[config.mk]
export PLATFORM = sky130hd
export DESIGN_NAME = firebird7_in_gate2_ijtag_tdr_driver_flat
export DESIGN_NICKNAME = d
export VERILOG_FILES = /design/src/rtl/firebird7_in_gate2_ijtag_drv_pkg.sv /design/src/rtl/firebird7_in_gate2_ijtag_tdr_driver_if.sv /design/src/rtl/firebird7_in_gate2_ijtag_drv_shreg.sv /design/src/rtl/firebird7_in_gate2_ijtag_tdr_driver.sv /design/src/flat_wrapper.sv
export SDC_FILE = /design/constraint.sdc
export NUM_CORES = 1
export LEC_CHECK = 0
export CAP_MARGIN = 0
export CORE_MARGIN = 3
export CORE_UTILIZATION = 35
export CTS_CLUSTER_SIZE = 14
export DETAILED_ROUTE_END_ITERATION = 6
export GPL_TIMING_DRIVEN = 0
export SYNTH_ARGS = -nofsm -noshare
export SYNTH_HDL_FRONTEND = slang
export SYNTH_HIERARCHICAL = 1
export SYNTH_SLANG_ARGS = --single-unit
[constraint.sdc]
create_clock -name ijtag_tck -period 2.15 [get_ports ijtag_tck]
set_input_delay 0.215 -clock ijtag_tck [delete_from_list [all_inputs] [get_ports ijtag_tck]]
set_output_delay 0.215 -clock ijtag_tck [all_outputs]
set_load 0.05 [all_outputs]
[src/rtl/firebird7_in_gate2_ijtag_drv_pkg.sv]
// Shared types for the gate2 IJTAG TDR driver: CSU sequencer state encoding.
package firebird7_in_gate2_ijtag_drv_pkg;

  localparam int unsigned ST_W = 3;

  typedef enum logic [ST_W-1:0] {
    StIdle,
    StCapture,
    StShift,
    StUpdate,
    StDone
  } drv_state_e;

  // Segment is selected for the whole capture-shift-update window only.
  function automatic logic seg_active(drv_state_e st);
    return (st == StCapture) || (st == StShift) || (st == StUpdate);
  endfunction

endpackage

[src/rtl/firebird7_in_gate2_ijtag_tdr_driver_if.sv]
// Request/response handshake between a bench/BIST requester and the TDR driver.
interface firebird7_in_gate2_ijtag_tdr_driver_if #(
  parameter int unsigned DATA_WIDTH = 8,
  parameter int unsigned LEN_W      = $clog2(DATA_WIDTH + 1)
);
  logic                  req_valid;
  logic                  req_ready;
  logic [LEN_W-1:0]      req_len;
  logic [DATA_WIDTH-1:0] req_data;
  logic                  req_noupd;
  logic                  rsp_valid;
  logic                  rsp_ready;
  logic [DATA_WIDTH-1:0] rsp_data;

  modport master (
    output req_valid, req_len, req_data, req_noupd, rsp_ready,
    input  req_ready, rsp_valid, rsp_data
  );

  modport slave (
    input  req_valid, req_len, req_data, req_noupd, rsp_ready,
    output req_ready, rsp_valid, rsp_data
  );
endinterface

[src/rtl/firebird7_in_gate2_ijtag_drv_shreg.sv]
// Write-data shifter (serial si out, bit 0 first) and index-addressed so capture register.
module firebird7_in_gate2_ijtag_drv_shreg #(
  parameter int unsigned DATA_WIDTH = 8,
  parameter int unsigned LEN_W      = $clog2(DATA_WIDTH + 1)
) (
  input  logic                  clk,
  input  logic                  rst_n,
  input  logic                  load,
  input  logic [DATA_WIDTH-1:0] load_data,
  input  logic                  shift_en,
  input  logic                  sample_en,
  input  logic [LEN_W-1:0]      sample_idx,
  input  logic                  so,
  output logic                  si,
  output logic [DATA_WIDTH-1:0] rsp_data
);

  logic [DATA_WIDTH-1:0] sh_q;
  logic                  si_q;
  logic [DATA_WIDTH-1:0] rsp_q;

  always_ff @(posedge clk or negedge rst_n) begin
    if (!rst_n) begin
      sh_q <= '0;
      si_q <= 1'b0;
    end else begin
      // si is only non-zero in cycles that the next state marks as SHIFT.
      si_q <= shift_en ? sh_q[0] : 1'b0;
      if (load) begin
        sh_q <= load_data;
      end else if (shift_en) begin
        sh_q <= sh_q >> 1;
      end
    end
  end

  always_ff @(posedge clk or negedge rst_n) begin
    if (!rst_n) begin
      rsp_q <= '0;
    end else if (load) begin
      rsp_q <= '0;
    end else if (sample_en) begin
      for (int i = 0; i < int'(DATA_WIDTH); i++) begin
        if (sample_idx == LEN_W'(i)) rsp_q[i] <= so;
      end
    end
  end

  assign si       = si_q;
  assign rsp_data = rsp_q;

endmodule

[src/rtl/firebird7_in_gate2_ijtag_tdr_driver.sv]
// IJTAG initiator: runs one capture-shift-update sequence per accepted request on one TDR segment.
module firebird7_in_gate2_ijtag_tdr_driver
  import firebird7_in_gate2_ijtag_drv_pkg::*;
#(
  parameter int unsigned DATA_WIDTH = 8,
  parameter int unsigned LEN_W      = $clog2(DATA_WIDTH + 1)
) (
  input  logic ijtag_tck,
  input  logic ijtag_reset,
  firebird7_in_gate2_ijtag_tdr_driver_if.slave bus,
  output logic ijtag_sel,
  output logic ijtag_ce,
  output logic ijtag_se,
  output logic ijtag_ue,
  output logic ijtag_si,
  input  logic ijtag_so
);

  localparam logic [LEN_W-1:0] LenMax = LEN_W'(DATA_WIDTH);

  drv_state_e       state_q, state_d;
  logic [LEN_W-1:0] cnt_q, cnt_d;
  logic [LEN_W-1:0] len_q, len_d;
  logic             noupd_q, noupd_d;
  logic             accept;
  logic [LEN_W-1:0] eff_len;
  logic             last_shift;
  logic             sel_q, ce_q, se_q, ue_q, rsp_valid_q;

  assign eff_len    = (bus.req_len > LenMax) ? LenMax : bus.req_len;
  assign last_shift = (cnt_q == (len_q - LEN_W'(1)));

  always_comb begin
    state_d = state_q;
    cnt_d   = cnt_q;
    len_d   = len_q;
    noupd_d = noupd_q;
    accept  = 1'b0;
    unique case (state_q)
      StIdle: begin
        if (bus.req_valid) begin
          accept  = 1'b1;
          len_d   = eff_len;
          noupd_d = bus.req_noupd;
          state_d = StCapture;
        end
      end
      StCapture: begin
        cnt_d = '0;
        if (len_q == '0) begin
          state_d = noupd_q ? StDone : StUpdate;
        end else begin
          state_d = StShift;
        end
      end
      StShift: begin
        if (last_shift) begin
          state_d = noupd_q ? StDone : StUpdate;
        end else begin
          cnt_d = cnt_q + LEN_W'(1);
        end
      end
      StUpdate: state_d = StDone;
      StDone: begin
        if (bus.rsp_ready) state_d = StIdle;
      end
      default: state_d = StIdle;
    endcase
  end

  // Strobes are registered from the next state so they line up with the state they describe.
  always_ff @(posedge ijtag_tck or negedge ijtag_reset) begin
    if (!ijtag_reset) begin
      state_q     <= StIdle;
      cnt_q       <= '0;
      len_q       <= '0;
      noupd_q     <= 1'b0;
      sel_q       <= 1'b0;
      ce_q        <= 1'b0;
      se_q        <= 1'b0;
      ue_q        <= 1'b0;
      rsp_valid_q <= 1'b0;
    end else begin
      state_q     <= state_d;
      cnt_q       <= cnt_d;
      len_q       <= len_d;
      noupd_q     <= noupd_d;
      sel_q       <= seg_active(state_d);
      ce_q        <= (state_d == StCapture);
      se_q        <= (state_d == StShift);
      ue_q        <= (state_d == StUpdate);
      rsp_valid_q <= (state_d == StDone);
    end
  end

  firebird7_in_gate2_ijtag_drv_shreg #(
    .DATA_WIDTH (DATA_WIDTH),
    .LEN_W      (LEN_W)
  ) u_shreg (
    .clk        (ijtag_tck),
    .rst_n      (ijtag_reset),
    .load       (accept),
    .load_data  (bus.req_data),
    .shift_en   (state_d == StShift),
    .sample_en  (state_q == StShift),
    .sample_idx (cnt_q),
    .so         (ijtag_so),
    .si         (ijtag_si),
    .rsp_data   (bus.rsp_data)
  );

  assign bus.req_ready = (state_q == StIdle);
  assign bus.rsp_valid = rsp_valid_q;
  assign ijtag_sel     = sel_q;
  assign ijtag_ce      = ce_q;
  assign ijtag_se      = se_q;
  assign ijtag_ue      = ue_q;

endmodule
[src/flat_wrapper.sv]
// flat-port wrapper written by rule: the top's interface ports become plain ports
module firebird7_in_gate2_ijtag_tdr_driver_flat import firebird7_in_gate2_ijtag_drv_pkg::*;
#(
  parameter int unsigned DATA_WIDTH = 8,
  parameter int unsigned LEN_W      = $clog2(DATA_WIDTH + 1)
)
  (ijtag_tck, ijtag_reset, ijtag_sel, ijtag_ce, ijtag_se, ijtag_ue, ijtag_si, ijtag_so, bus_req_valid, bus_req_len, bus_req_data, bus_req_noupd, bus_rsp_ready, bus_req_ready, bus_rsp_valid, bus_rsp_data);
  firebird7_in_gate2_ijtag_tdr_driver_if #(.DATA_WIDTH(DATA_WIDTH), .LEN_W(LEN_W)) bus_i ();
  input  logic ijtag_tck;
  input  logic ijtag_reset;
  output logic ijtag_sel;
  output logic ijtag_ce;
  output logic ijtag_se;
  output logic ijtag_ue;
  output logic ijtag_si;
  input  logic ijtag_so;
  input wire logic [$bits(bus_i.req_valid)-1:0] bus_req_valid;
  input wire logic [$bits(bus_i.req_len)-1:0] bus_req_len;
  input wire logic [$bits(bus_i.req_data)-1:0] bus_req_data;
  input wire logic [$bits(bus_i.req_noupd)-1:0] bus_req_noupd;
  input wire logic [$bits(bus_i.rsp_ready)-1:0] bus_rsp_ready;
  output wire logic [$bits(bus_i.req_ready)-1:0] bus_req_ready;
  output wire logic [$bits(bus_i.rsp_valid)-1:0] bus_rsp_valid;
  output wire logic [$bits(bus_i.rsp_data)-1:0] bus_rsp_data;
  assign bus_i.req_valid = bus_req_valid;
  assign bus_i.req_len = bus_req_len;
  assign bus_i.req_data = bus_req_data;
  assign bus_i.req_noupd = bus_req_noupd;
  assign bus_i.rsp_ready = bus_rsp_ready;
  assign bus_req_ready = bus_i.req_ready;
  assign bus_rsp_valid = bus_i.rsp_valid;
  assign bus_rsp_data = bus_i.rsp_data;
  firebird7_in_gate2_ijtag_tdr_driver #(.DATA_WIDTH(DATA_WIDTH), .LEN_W(LEN_W)) u_core (.ijtag_tck(ijtag_tck), .ijtag_reset(ijtag_reset), .bus(bus_i), .ijtag_sel(ijtag_sel), .ijtag_ce(ijtag_ce), .ijtag_se(ijtag_se), .ijtag_ue(ijtag_ue), .ijtag_si(ijtag_si), .ijtag_so(ijtag_so));
endmodule
# [Word level (Yosys, flattened, before mapping)]
# Cells that the tools add are included.
[op_classes] n_eq_ne=17 n_reduce_logical=26 n_div=0 order_cmp=1 n_shift=0 bitwise=0 mul=0 mux=24 n_addsub=2
[ops] op="8-bit two-way mux" count=4
[ops] op="2-bit nonzero test" count=11
[ops] op="2-bit AND reduction" count=10
[ops] op="4-bit by 3-bit == test with 1-bit output, second input constant" count=4
[ops] op="3-bit two-way mux" count=5
[ops] op="3-bit one-hot mux with 5 select lines" count=1
[ops] op="3-bit by 2-bit == test with 1-bit output, second input constant" count=4
[ops] op="1-bit two-way mux" count=11
[ops] op="4-bit by 2-bit == test with 1-bit output, second input constant" count=2
[ops] op="4-bit zero test" count=2
[ops] op="4-bit two-way mux" count=2
[ops] op="4-bit one-hot mux with 2 select lines" count=1
[ops] op="3-bit by 1-bit == test with 1-bit output, second input constant" count=2
[ops] op="3-bit == test, second input constant" count=2
[ops] op="4-bit by 1-bit adder with 4-bit output, second input constant" count=1
[ops] op="4-bit by 1-bit == test with 1-bit output, second input constant" count=1
[ops] op="4-bit == test" count=1
[ops] op="4-bit > comparator, second input constant" count=1
[ops] op="4-bit by 1-bit subtractor with 4-bit output, second input constant" count=1
[ops] op="3-bit zero test" count=1
[ops] op="1-bit logical OR" count=2
[ops] op="2-bit != test, second input constant" count=1
[totals] word_cells=89 latchBits=0 mem_count=0 romBits=0 output_inout_bits=15 inputBits=18 ff_bits=34 ram_bits=0

# [Depth between registers and ports, before layout]
# Gate-level depths: netlist (run 1).
[logic_depth] ltp_word=7 mapped_depth=9 ltp_nobuf=8

# [By module]
# Netlist (run 1), hierarchy kept.
[modules_own_cells] module="firebird7_in_gate2_ijtag_tdr_driver" cells_per_inst=88 area_per_inst_um2=878.3 n_inst=1 seq_area_each_um2=425.4
[modules_own_cells] module="firebird7_in_gate2_ijtag_drv_shreg" cells_per_inst=76 area_per_inst_um2=832.0 n_inst=1 seq_area_each_um2=425.4

# [Worst setup path after synthesis (run 1)]
# OpenSTA, ideal clock, no wires.
[synth_path] path_type="register -> register" start="register u_core.state_q[0]" end="register u_core.u_shreg.sh_q[5]" setup_slack_ns=-0.374 stages_incl_launch_ff=7 required_time_ns=2.029 arrival_time_ns=2.403 period_less_slack_ns=2.524 path_buffers=2 setup_ns=0.121 cell_sequence="dfrtp_1 -> nor3_1 -> nand2_1 -> inv_1 -> buf_6 -> buf_4 -> o21ai_1"
[synth_via] elab_cells_between_ends=13 classes_between="eq/ne (5); mux (6); reduce/logical (2)"
[synth_rtl] element="start, declared" line_no="firebird7_in_gate2_ijtag_tdr_driver.sv:21" rtl="drv_state_e state_q, state_d;"
[synth_rtl] element="start signal, assigned" line_no="firebird7_in_gate2_ijtag_tdr_driver.sv:74" rtl="state_q <= StIdle;"
[synth_rtl] element="start signal, assigned" line_no="firebird7_in_gate2_ijtag_tdr_driver.sv:84" rtl="state_q <= state_d;"
[synth_rtl] element="3-bit zero test (*)"
[synth_rtl] element="net bus_req_ready" line_no="flat_wrapper.sv:22" rtl="output wire logic [$bits(bus_i.req_ready)-1:0] bus_req_ready;"
[synth_rtl] element="1-bit two-way mux (*)" line_no="firebird7_in_gate2_ijtag_tdr_driver.sv:39" rtl="unique case (state_q)"
[synth_rtl] element="net u_core.accept" line_no="firebird7_in_gate2_ijtag_tdr_driver.sv:25" rtl="logic accept;"
[synth_rtl] element="8-bit two-way mux / 2-bit nonzero test (equally long branches)"
[synth_rtl] element="end signal, assigned" line_no="firebird7_in_gate2_ijtag_drv_shreg.sv:30" rtl="sh_q <= load_data;"
[synth_rtl] element="end signal, assigned" line_no="firebird7_in_gate2_ijtag_drv_shreg.sv:32" rtl="sh_q <= sh_q >> 1;"
[synth_rtl] element="end, declared" line_no="firebird7_in_gate2_ijtag_drv_shreg.sv:18" rtl="logic [DATA_WIDTH-1:0] sh_q;"
# Mark *: on every way through the listed nets, which the timed path passes. The rest lies on a longest branch.
# A chain may end at the register's enable or synchronous reset.

# [Worst setup path after layout (run 1)]
[layout_path] start="register u_core.len_q[0]" end="register u_core.u_shreg.sh_q[5]"
[layout_via] elab_chain_len=6 elab_cells_between_ends=8 classes_between="add/sub (1); eq/ne (2); mux (3); reduce/logical (2)"
[layout_rtl] element="start, declared" line_no="firebird7_in_gate2_ijtag_tdr_driver.sv:23" rtl="logic [LEN_W-1:0] len_q, len_d;"
[layout_rtl] element="start signal, assigned" line_no="firebird7_in_gate2_ijtag_tdr_driver.sv:86" rtl="len_q <= len_d;"
[layout_rtl] element="4-bit by 1-bit subtractor with 4-bit output" line_no="firebird7_in_gate2_ijtag_tdr_driver.sv:31" rtl="assign last_shift = (cnt_q == (len_q - LEN_W'(1)));"
[layout_rtl] element="4-bit == test" line_no="firebird7_in_gate2_ijtag_tdr_driver.sv:31"
[layout_rtl] element="3-bit two-way mux" line_no="firebird7_in_gate2_ijtag_tdr_driver.sv:57" rtl="if (last_shift) begin"
[layout_rtl] element="3-bit one-hot mux with 5 select lines (*)" line_no="firebird7_in_gate2_ijtag_tdr_driver.sv:39"
[layout_rtl] element="3-bit by 2-bit == test with 1-bit output (*)" line_no="firebird7_in_gate2_ijtag_tdr_driver.sv:104" rtl=".shift_en (state_d == StShift),"
[layout_rtl] element="2-bit nonzero test (no line) (*)"
# Every way passes the cells marked *; elsewhere a longest branch is shown, timed or not.

==> metrics.csv, run 1 <==
metric;value;unit
antenna violations before repair;0;
via count of the first global-routing pass;1315;
Overall Power;0.003848;W
Placer Congestion;0.8771;
final critical path time including I/O delays and setup;1.992;ns
commonest cells after routing, fill and taps aside;sky130_fd_sc_hd__dfrtp_1, sky130_fd_sc_hd__clkdlybuf4s50_1, sky130_fd_sc_hd__nand2_1;
CTS tree;yes;
clock slew at reported path FFs;0.07;ns
Hold Crit Class;input pin to asynchronous set/reset pin;
NumNets Final;225;
layout-stage area growth over the synthesis result;31.46;%
Post-synth ARST share;100.0;%
drt first-iter violations;43;
violated checks;negative hold slack;
static leakage;1.013;nW
synthesized cell area;1710;µm²
syn_area_per_cell;10.43;µm²
total grt overflow;0;
Slew Limit Headroom;50.04;%
Synth area leaders;sky130_fd_sc_hd__dfrtp_1, sky130_fd_sc_hd__mux2i_1, sky130_fd_sc_hd__nand2_1;
most frequent standard cell in the layout excluding fill and tap cells;sky130_fd_sc_hd__dfrtp_1;
drt drc;0;
core region area;4534;µm²
clk_lat worst skew;0.28;ns
IO Count;33;
Starting Density;37.72;%
kind of critical path;flop to flop;
CP Max Fanout;9;
Post-synth EDFFs;0;
fraction of post-synthesis cell area in the top cell type by area;49.74;%
data arrival time at the worst-slack endpoint;2.16;ns
number of nets still failing antenna checks after routing;0;
area of all placed cells without fillers;2248;µm²
final setup fails;0;
H-tree depth;2;
GR Util All Layers;13.25;%
Ys Warns;6;
final wirelength;3.593;mm
Filler cells;428;
count of mapped cells out of synthesis;164;
actual slew at the worst max-slew pin;0.7493;ns
detailed-routing iteration count for the pre-antenna-repair pass;4;
Std-Cell Rows;24;
post-detailed-route via-to-cell ratio;4.856;
required time of the worst setup path;2.32;ns
via total after detailed routing;1316;
Setup Total Neg Slack;0;ns
RSZ-0062 raised after global routing;false;
routed wire length per instance;13.26;µm
count of antenna diodes in the layout;0;
Final Hold Slack;-0.005783;ns
clk sinks;34;
Achievable Freq;0.5020;GHz
number of flip-flops and latches in the synthesized netlist;34;
horizontal extent of the die;75.91;µm
crit share post-route;92.66;%
cell area after placement;2112;µm²
CTS Root Buffer Type;sky130_fd_sc_hd__clkbuf_8;
final clock skew;0.001784;ns
buffer depth of the longest clock path;2;
Hold Buf Count CTS;0;
Power Density;1711;nW/µm²
Final Max Tran Viols;0;
result of the run;finished, violations left;
element type at the critical path end;flop;
Die Span Y;75.91;µm
wire length of the first global-routing pass;6.154;mm
Synthesized Nets;184;
hold violation count in the final report;6;
HPWL reported at the end of detailed placement;2.625;mm
max-capacitance violation count;0;
cts bufs inserted;5;
area enclosed by the die boundary;5762;µm²
kind of start point of the critical path;flop;
top flip-flop cell by instance count after synthesis;sky130_fd_sc_hd__dfrtp_1;
I/O Buffers;32;
fraction of layout cells with a size suffix above 1;13.11;%
part of the Yosys area used for sequential elements;49.74;%
Peak VDD IR;0.0007049;V
area leader, netlist;sky130_fd_sc_hd__dfrtp_1;
largest net degree at the start of global routing;35;
post-synthesis cell type count;40;
==> cell usage after synthesis (all sizes together), types with 2 or more instances <==
library cell / instances
dfrtp: 34
nand2: 27
mux2i: 17
o21ai: 16
nand2b: 11
inv: 6
nand3: 6
buf: 4
xnor2: 4
nor3b: 3
or4: 3
a21oi: 2
a31oi: 2
clkinv: 2
ha: 2
nand3b: 2
nor2: 2
nor2b: 2
nor3: 2
o221ai: 2
or3b: 2
xor2: 2
==> where the power goes <==
group,leakage (nW),internal [W],switching [W],total [W]
Sequential,0.439,0.000928,0.000254,0.00118
Combinational,0.526,0.000891,0.00129,0.00218
Clock,0.0482,0.000258,0.000226,0.000484
==> cells by family after synthesis <==
group | count (synthesis) | synth area share [%]
AO/OA/AOI/OAI | 28 | 10.24
XOR/XNOR | 6 | 3.072
adder cells (fa/ha/maj) | 2 | 1.463
buffers and inverters | 13 | 3.950
flip-flops | 34 | 49.74
multiplexers | 17 | 9.949
AND/OR/NAND/NOR | 64 | 21.58
==> registers in the layout, indices dropped and copies added, names as in the netlist <==
signal and cells:
u_core/u_shreg/rsp_data 8, u_core/u_shreg/sh_q 8, u_core/cnt_q 4, u_core/bus.rsp_valid 1, u_core/noupd_q 1, u_core/ijtag_ue 1
u_core/u_shreg/si 1, u_core/ijtag_se 1, u_core/ijtag_sel 1, u_core/len_q 4, u_core/ijtag_ce 1, u_core/state_q 3
==> stage by stage <==
step	setup slack [ns]	instances	utilization, %
after floorplan	0.09721	164	-
after global placement	-0.1692	261	46.69
after detailed placement	-0.2554	261	46.58
after CTS	0.01244	270	49.12
after global routing	0.01692	271	49.59
final	0.1578	271	49.59
==> cell type report <==
class                   instances  area [µm²]  share of cell area (%)
multi-input cells             117       823.3                   36.62
flip-flops and latches         34       850.8                   37.84
well taps                      65       81.33                   3.617
repair buffers                 34       330.3                   14.69
inverters                       8       30.03                   1.336
clock inverters                 1       5.005                  0.2226
clock buffers                   7       86.33                   3.840
plain buffers                   5       41.29                   1.836
==> worst max-delay path: stages, from the launching register on <==
cell,delay (ns)
sky130_fd_sc_hd__dfrtp_1,0.38
sky130_fd_sc_hd__inv_1,0.07
sky130_fd_sc_hd__ha_1,0.30
sky130_fd_sc_hd__xor2_1,0.16
sky130_fd_sc_hd__nand2_2,0.13
sky130_fd_sc_hd__o31ai_4,0.25
sky130_fd_sc_hd__o21ai_1,0.14
sky130_fd_sc_hd__buf_6,0.19
sky130_fd_sc_hd__mux2i_1,0.17
sky130_fd_sc_hd__o21ai_1,0.08
==> worst paths after layout <==
path                                        start                    endpoint  slack (ns)  cells after the start
max                               u_core/len_q[0]      u_core/u_shreg/sh_q[5]        0.16                      9
min                                   ijtag_reset      u_core/u_shreg/sh_q[1]      -0.006                      1
max reg2reg                       u_core/len_q[0]      u_core/u_shreg/sh_q[5]        0.16                      9
min reg2reg                u_core/u_shreg/sh_q[0]           u_core/u_shreg/si        0.49                      1
max in group asynchronous             ijtag_reset  u_core/u_shreg/rsp_data[4]        1.68                      1
min in group ijtag_tck            bus_req_data[6]      u_core/u_shreg/sh_q[6]        0.48                      3
==> metal layers <==
| metal | wire length, µm | vias to the layer above | track usage [%] |
|---|---|---|---|
| met5 | 0 | - | 0 |
| met4 | 50 | 0 | 4.348 |
| met3 | 219 | 7 | 5.332 |
| met2 | 1714 | 32 | 20.92 |
| met1 | 1609 | 621 | 16.57 |
| li1 | - | 656 | - |
==> what timing repair did <==
action,in CTS,in global routing
pin swaps,1,0
endpoints found under the setup margin,9,8
gates resized for setup,2,4
setup buffers,1,1
(Power assumes the default switching activity.)
==> run 2: changes to the inputs <==
--- a/config.mk
+++ b/config.mk
@@ -13,5 +13,4 @@
 export GPL_TIMING_DRIVEN = 0
 export SYNTH_ARGS = -nofsm -noshare
 export SYNTH_HDL_FRONTEND = slang
-export SYNTH_HIERARCHICAL = 1
 export SYNTH_SLANG_ARGS = --single-unit
==> run 2 against run 1 <==
Effect of this change: the run still ends with negative hold slack left; first-iteration DRC count grew 65%; global-route usage grew 0.91 points; non-clock buffer count shrank 1; power shrank 4.3%; design area shrank 5.0%; count of clock-buffer cells in the layout shrank 1; sequential share of layout area grew 2.0 points; critical path type is now flop to output port; hold slack gained 0.00083 ns; combinational power shrank 5%; critical path depth shrank 7; flip-flop and latch count is the same.
==> metrics.csv, run 2 <==
metric;value;unit;change
largest net degree at the start of global routing;35;;unchanged
CTS tree;yes;;
final critical path time including I/O delays and setup;2.070;ns;+0.07822 ns
via total after detailed routing;1303;;-0.99%
area leader, netlist;sky130_fd_sc_hd__dfrtp_1;;
syn_area_per_cell;10.01;µm²;-4.0%
Peak VDD IR;0.0009456;V;+34%
Die Span Y;74.70;µm;-1.6%
clk_lat worst skew;0.29;ns;about the same
top flip-flop cell by instance count after synthesis;sky130_fd_sc_hd__dfrtp_1;;
post-detailed-route via-to-cell ratio;5.070;;+4.4%
Synthesized Nets;188;;+2.2%
crit share post-route;96.30;%;+3.6 points
buffer depth of the longest clock path;2;;unchanged
number of flip-flops and latches in the synthesized netlist;34;;unchanged
result of the run;finished, violations left;;
post-synthesis cell type count;33;;-18%
RSZ-0062 raised after global routing;false;;
Post-synth ARST share;100.0;%;unchanged
final setup fails;0;;unchanged
Post-synth top cells;sky130_fd_sc_hd__nand2_1, sky130_fd_sc_hd__dfrtp_1, sky130_fd_sc_hd__a21oi_1;;
area of all placed cells without fillers;2136;µm²;-5.0%
Power Density;1724;nW/µm²;+0.73%
synthesized cell area;1652;µm²;-3.4%
Hold Crit Class;input pin to asynchronous set/reset pin;;
most frequent standard cell in the layout excluding fill and tap cells;sky130_fd_sc_hd__nand2_1;;
Overall Power;0.003682;W;-4.3%
Starting Density;37.16;%;-0.56 points
data arrival time at the worst-slack endpoint;1.86;ns;-0.30 ns
CTS Root Buffer Type;sky130_fd_sc_hd__clkbuf_8;;
total grt overflow;0;;unchanged
final wirelength;3.542;mm;-1.4%
Final Hold Slack;-0.004954;ns;+0.0008290 ns
hold violation count in the final report;16;;+10
actual slew at the worst max-slew pin;0.7575;ns;+0.008117 ns
horizontal extent of the die;74.70;µm;-1.6%
most instantiated library cell after synthesis;sky130_fd_sc_hd__nand2_1;;
NumNets Final;227;;+0.89%
Hold Buf Count CTS;0;;unchanged
Slew Limit Headroom;49.50;%;-0.54 points
required time of the worst setup path;1.93;ns;-0.39 ns
element type at the critical path end;output port;;
I/O Buffers;31;;-3.1%
count of mapped cells out of synthesis;165;;+0.61%
longest individual stage delay on the worst path;0.84;ns;+0.46 ns
core region area;4444;µm²;-2.0%
final clock skew;0.007416;ns;+0.005631 ns
max-capacitance violation count;0;;unchanged
cts bufs inserted;5;;unchanged
number of nets still failing antenna checks after routing;0;;unchanged
Filler cells;427;;-0.23%
kind of start point of the critical path;flop;;
fraction of post-synthesis cell area in the top cell type by area;51.52;%;+1.8 points
Placer Congestion;0.7540;;-14%
drt drc;0;;unchanged
HPWL reported at the end of detailed placement;2.552;mm;-2.8%
instance count after placement with tap cells included;248;;-5.0%
layout-stage area growth over the synthesis result;29.32;%;
cell area after placement;2027;µm²;-4.0%
Final Max Tran Viols;0;;unchanged
static leakage;0.9334;nW;-7.9%
Post-synth EDFFs;0;;unchanged
commonest cells after routing, fill and taps aside;sky130_fd_sc_hd__nand2_1, sky130_fd_sc_hd__dfrtp_1, sky130_fd_sc_hd__clkdlybuf4s50_1;;
series of cell instances along the critical path;nor3_2 > clkdlybuf4s50_1;;
antenna violations before repair;0;;unchanged
drt first-iter violations;71;;+65%
beginning of the worst register-to-register path;u_core.len_q[0];;
Slowest-stage cell, CP;sky130_fd_sc_hd__clkdlybuf4s50_1;;
GR Util All Layers;14.16;%;+0.91 points
non-filler instance count after layout;257;;-5.2%
wire length of the first global-routing pass;6.058;mm;-1.6%
CP Max Fanout;8;;-1
violated checks;negative hold slack;;
clock slew at reported path FFs;0.07;ns;about the same
count of antenna diodes in the layout;0;;unchanged
fin util;48.06;%;-1.5 points
routed wire length per instance;13.78;µm;+4.0%
kind of critical path;flop to output port;;
via count of the first global-routing pass;1366;;+3.9%
Synth area leaders;sky130_fd_sc_hd__dfrtp_1, sky130_fd_sc_hd__nand2_1, sky130_fd_sc_hd__ha_1;;
area enclosed by the die boundary;5579;µm²;-3.2%
clk sinks;34;;unchanged
part of the Yosys area used for sequential elements;51.52;%;+1.8 points
Achievable Freq;0.4830;GHz;-3.8%
Crit. Startpoint;u_core.state_q[1];;
Ys Warns;0;;-6
detailed-routing iteration count for the pre-antenna-repair pass;4;;unchanged
IO Count;33;;unchanged
Std-Cell Rows;24;;unchanged
H-tree depth;2;;unchanged
fraction of layout cells with a size suffix above 1;10.73;%;-2.4 points
[run 2: changes by cell type in the layout (fill, tap and decap cells not counted), moves of 10 or more]
cell,previous run,this run
sky130_fd_sc_hd__mux2i_1,17,4
sky130_fd_sc_hd__a21oi_1,2,12
sky130_fd_sc_hd__nand2b_1,11,1
sky130_fd_sc_hd__nand2_1,26,41
[run 2: per-layer routing]
metal	GRT usage (%)	up-vias	routed length, µm
li1	-	644	-
met1	16.71	615	1562
met2	24.59	36	1745
met3	3.071	8	161
met4	6.522	0	72
met5	0	-	0
[run 2: layout make-up]
cell class | instances | area [µm²] | area share, %
flip-flops and latches | 34 | 850.8 | 39.84
plain buffers | 6 | 26.28 | 1.230
multi-input cells | 120 | 767.0 | 35.91
inverters | 5 | 18.77 | 0.8787
clock inverters | 2 | 12.51 | 0.5858
well taps | 52 | 65.06 | 3.046
repair buffers | 32 | 312.8 | 14.65
clock buffers | 6 | 82.58 | 3.866
[run 2: what timing repair did]
action                     4_1_cts  5_1_grt
pin swaps                        1        1
gates resized for setup          1        1
gates cloned                     0        0
buffers inserted                 1        0
setup endpoints to repair        5       11
hold endpoints to repair         0        0
[run 2: critical path: cells and delay by family, from the launching register on]
| family | cells | cell delay (ns) |
|---|---|---|
| flops | 1 | 0.47 |
| simple gates | 1 | 0.26 |
| buf+inv | 1 | 0.84 |
[run 2: cell families after synthesis]
| family | count (synthesis) | share of synthesized area, % |
|---|---|---|
| DFF | 34 | 51.52 |
| AOI/OAI and AO/OA | 28 | 13.11 |
| adders and majority gates | 5 | 3.788 |
| buffers and inverters | 11 | 2.727 |
| muxes | 4 | 2.424 |
| xor gates and xnor gates | 5 | 3.561 |
| and+or+nand+nor | 78 | 22.88 |
[run 2: worst paths after layout]
path	slack, ns	end	cells after the start
min in group ijtag_tck	0.32	u_core.u_shreg.rsp_data[2]	3
worst min-delay path	-0.005	u_core.ijtag_ue	1
worst max-delay path	0.08	bus_req_ready	2
worst min register to register	0.48	u_core.u_shreg.si	1
worst max register to register	0.18	u_core.u_shreg.sh_q[6]	7
max in group asynchronous	1.67	u_core.u_shreg.rsp_data[3]	1
[run 2: where the power goes]
part,total [W],internal [W],switching [W]
combinational,0.00208,0.000850,0.00123
clock,0.000489,0.000257,0.000232
sequential,0.00111,0.000894,0.000218
[run 2: metrics by stage]
stage               hold slack (ns)  setup TNS, ns  setup WS (ns)
floorplan                  -0.08059              0        0.07718
global placement             0.4665              0        0.04080
detailed placement           0.3380       -0.01057      -0.007829
CTS                         0.02005              0        0.03559
global route                0.06045              0       0.008125
finish                    -0.004954              0        0.07960
==> run 3: changes to the inputs <==
--- a/config.mk
+++ b/config.mk
@@ -11,6 +11,8 @@
 export CTS_CLUSTER_SIZE = 14
 export DETAILED_ROUTE_END_ITERATION = 6
 export GPL_TIMING_DRIVEN = 0
+export SLEW_MARGIN = 20
 export SYNTH_ARGS = -nofsm -noshare
 export SYNTH_HDL_FRONTEND = slang
+export SYNTH_HIERARCHICAL = 1
 export SYNTH_SLANG_ARGS = --single-unit
==> run 3 against run 2 <==
Effect of this change: the run now ends clean; clock power decreased by 3%; clock skew fell by 0.0013 ns; utilization rose by 2.4 points; count of clock-buffer cells in the layout is 1 higher; combinational power is 7% higher; first-iteration DRC count up 1.4%; die area grew 3.3%; critical path depth grew 7.
==> metrics.csv, run 3 (synthesis results as in run 1) <==
metric;value;unit;change
I/O Buffers;32;;+3.2%
hold violation count in the final report;0;;-16
NumNets Final;227;;unchanged
clk sinks;34;;unchanged
total grt overflow;0;;unchanged
antenna violations before repair;0;;unchanged
fin util;50.50;%;+2.4 points
HPWL reported at the end of detailed placement;2.715;mm;+6.4%
routed wire length per instance;13.13;µm;-4.7%
H-tree depth;2;;unchanged
most frequent standard cell in the layout excluding fill and tap cells;sky130_fd_sc_hd__dfrtp_1;;
detailed-routing iteration count for the pre-antenna-repair pass;4;;unchanged
longest individual stage delay on the worst path;0.39;ns;-0.45 ns
kind of start point of the critical path;flop;;
Die Span Y;75.91;µm;+1.6%
data arrival time at the worst-slack endpoint;2.17;ns;+0.31 ns
clk_lat worst skew;0.28;ns;about the same
critical path's top delay family;compound AO/OA/AOI/OAI gates;;
final critical path time including I/O delays and setup;2.011;ns;-0.05989 ns
Achievable Freq;0.4974;GHz;+3.0%
Power Density;1697;nW/µm²;-1.6%
series of cell instances along the critical path;inv_1 > ha_1 > xor2_1 > nand2_2 > o31ai_4 > o21ai_2 > buf_6 > mux2i_1 > o21ai_1;;
CTS tree;yes;;
core region area;4534;µm²;+2.0%
number of nets still failing antenna checks after routing;0;;unchanged
via total after detailed routing;1336;;+2.5%
kind of critical path;flop to flop;;
crit share post-route;93.51;%;-2.8 points
fraction of layout cells with a size suffix above 1;13.94;%;+3.2 points
cts bufs inserted;5;;unchanged
element type at the critical path end;flop;;
Std-Cell Rows;24;;unchanged
Peak VDD IR;0.0005751;V;-39%
CP Max Fanout;9;;+1
area enclosed by the die boundary;5762;µm²;+3.3%
horizontal extent of the die;75.91;µm;+1.6%
Crit. Startpoint;u_core/len_q[0];;
Final Max Tran Viols;0;;unchanged
drt drc;0;;unchanged
Hold Crit Class;input pin to asynchronous set/reset pin;;
final wirelength;3.585;mm;+1.2%
result of the run;finished clean;;
final clock skew;0.006119;ns;-0.001296 ns
layout-stage area growth over the synthesis result;33.87;%;
Starting Density;37.72;%;+0.56 points
largest net degree at the start of global routing;25;;-29%
static leakage;1.031;nW;+10%
Slowest-stage cell, CP;sky130_fd_sc_hd__dfrtp_1;;
Slew Limit Headroom;57.19;%;+7.7 points
final setup margin;0.1395;ns;+0.05989 ns
final setup fails;0;;unchanged
Setup Slack @ Placement;-0.2477;ns;-0.2399 ns
total buffers and inverters traversed by the critical path;2;;+1
actual slew at the worst max-slew pin;0.6407;ns;-0.1167 ns
count of antenna diodes in the layout;0;;unchanged
post-detailed-route via-to-cell ratio;4.894;;-3.5%
clock slew at reported path FFs;0.07;ns;about the same
CTS Root Buffer Type;sky130_fd_sc_hd__clkbuf_8;;
drt first-iter violations;72;;+1.4%
RSZ-0062 raised after global routing;false;;
GR Util All Layers;13.70;%;-0.46 points
IO Count;33;;unchanged
wire length of the first global-routing pass;6.348;mm;+4.8%
Placer Congestion;0.8771;;+16%
required time of the worst setup path;2.31;ns;+0.38 ns
max-capacitance violation count;0;;unchanged
via count of the first global-routing pass;1339;;-2.0%
buffer depth of the longest clock path;2;;unchanged
commonest cells after routing, fill and taps aside;sky130_fd_sc_hd__dfrtp_1, sky130_fd_sc_hd__clkdlybuf4s50_1, sky130_fd_sc_hd__nand2_1;;
beginning of the worst register-to-register path;u_core/len_q[0];;
-- run 3: cell count changes in the layout (fill, tap and decap cells not counted), moves of 5 or more --
cell and change:
sky130_fd_sc_hd__nor2_1 -6, sky130_fd_sc_hd__o21ai_1 +5, sky130_fd_sc_hd__nand2b_1 +10, sky130_fd_sc_hd__nand2_1 -15, sky130_fd_sc_hd__mux2i_1 +13, sky130_fd_sc_hd__o21ai_0 +6
sky130_fd_sc_hd__a221o_1 -6, sky130_fd_sc_hd__a21oi_1 -10
-- run 3: report_power, final --
group / internal, W / switching, W
registers: 0.000929 / 0.000253
logic: 0.000925 / 0.00131
clock network: 0.000258 / 0.000215
-- run 3: per-stage QoR --
stage / total power [W] / cell area [µm²] / setup TNS (ns) / hold WS [ns] / cells
2_1_floorplan: 0.002667 / 1715 / 0 / -0.08059 / 164
3_3_place_gp: 0.003185 / 2117 / -1.209 / 0.4745 / 261
3_5_place_dp: 0.003242 / 2140 / -1.705 / 0.1246 / 262
4_1_cts: 0.003821 / 2265 / 0 / 0.3506 / 272
5_1_grt: 0.004173 / 2290 / 0 / 0.3823 / 273
6_report: 0.003885 / 2290 / 0 / 0.3555 / 273
-- run 3: worst paths after layout --
| path | end | slack [ns] | cells past startpoint |
|---|---|---|---|
| worst max register to register | u_core/u_shreg/sh_q[5] | 0.14 | 9 |
| worst min-delay path | u_core/state_q[2] | 0.36 | 2 |
| max in group asynchronous | u_core/u_shreg/sh_q[6] | 1.38 | 3 |
| worst max-delay path | u_core/u_shreg/sh_q[5] | 0.14 | 9 |
| worst min register to register | u_core/u_shreg/si | 0.49 | 1 |
| min in group ijtag_tck | u_core/u_shreg/si | 0.49 | 1 |
-- run 3: metal layers --
metal | vias up | wire (µm) | part of all wire, % | GRT usage (%)
met3 | 4 | 145 | 4.0 | 4.028
met5 | - | 0 | 0 | 0
li1 | 657 | - | - | -
met2 | 30 | 1705 | 48 | 21.99
met4 | 0 | 60 | 1.7 | 6.522
met1 | 645 | 1673 | 47 | 16.93
-- run 3: repair_timing --
action / CTS / global route
buffers inserted: 1 / 1
hold buffers: 1 / 0
endpoints found under the hold margin: 10 / 0
endpoints found under the setup margin: 9 / 8
cloned: 0 / 0
pin swaps: 1 / 1
gates resized for setup: 2 / 5
-- run 3: final cells by class --
class	instances	area (µm²)
plain buffers	5	41.29
clock buffers	7	86.33
clock inverters	1	5.005
fillers	417	2245
inverters	8	30.03
multi-input cells	117	827.0
flip-flops and latches	34	850.8
well taps	65	81.33
repair buffers	36	367.9
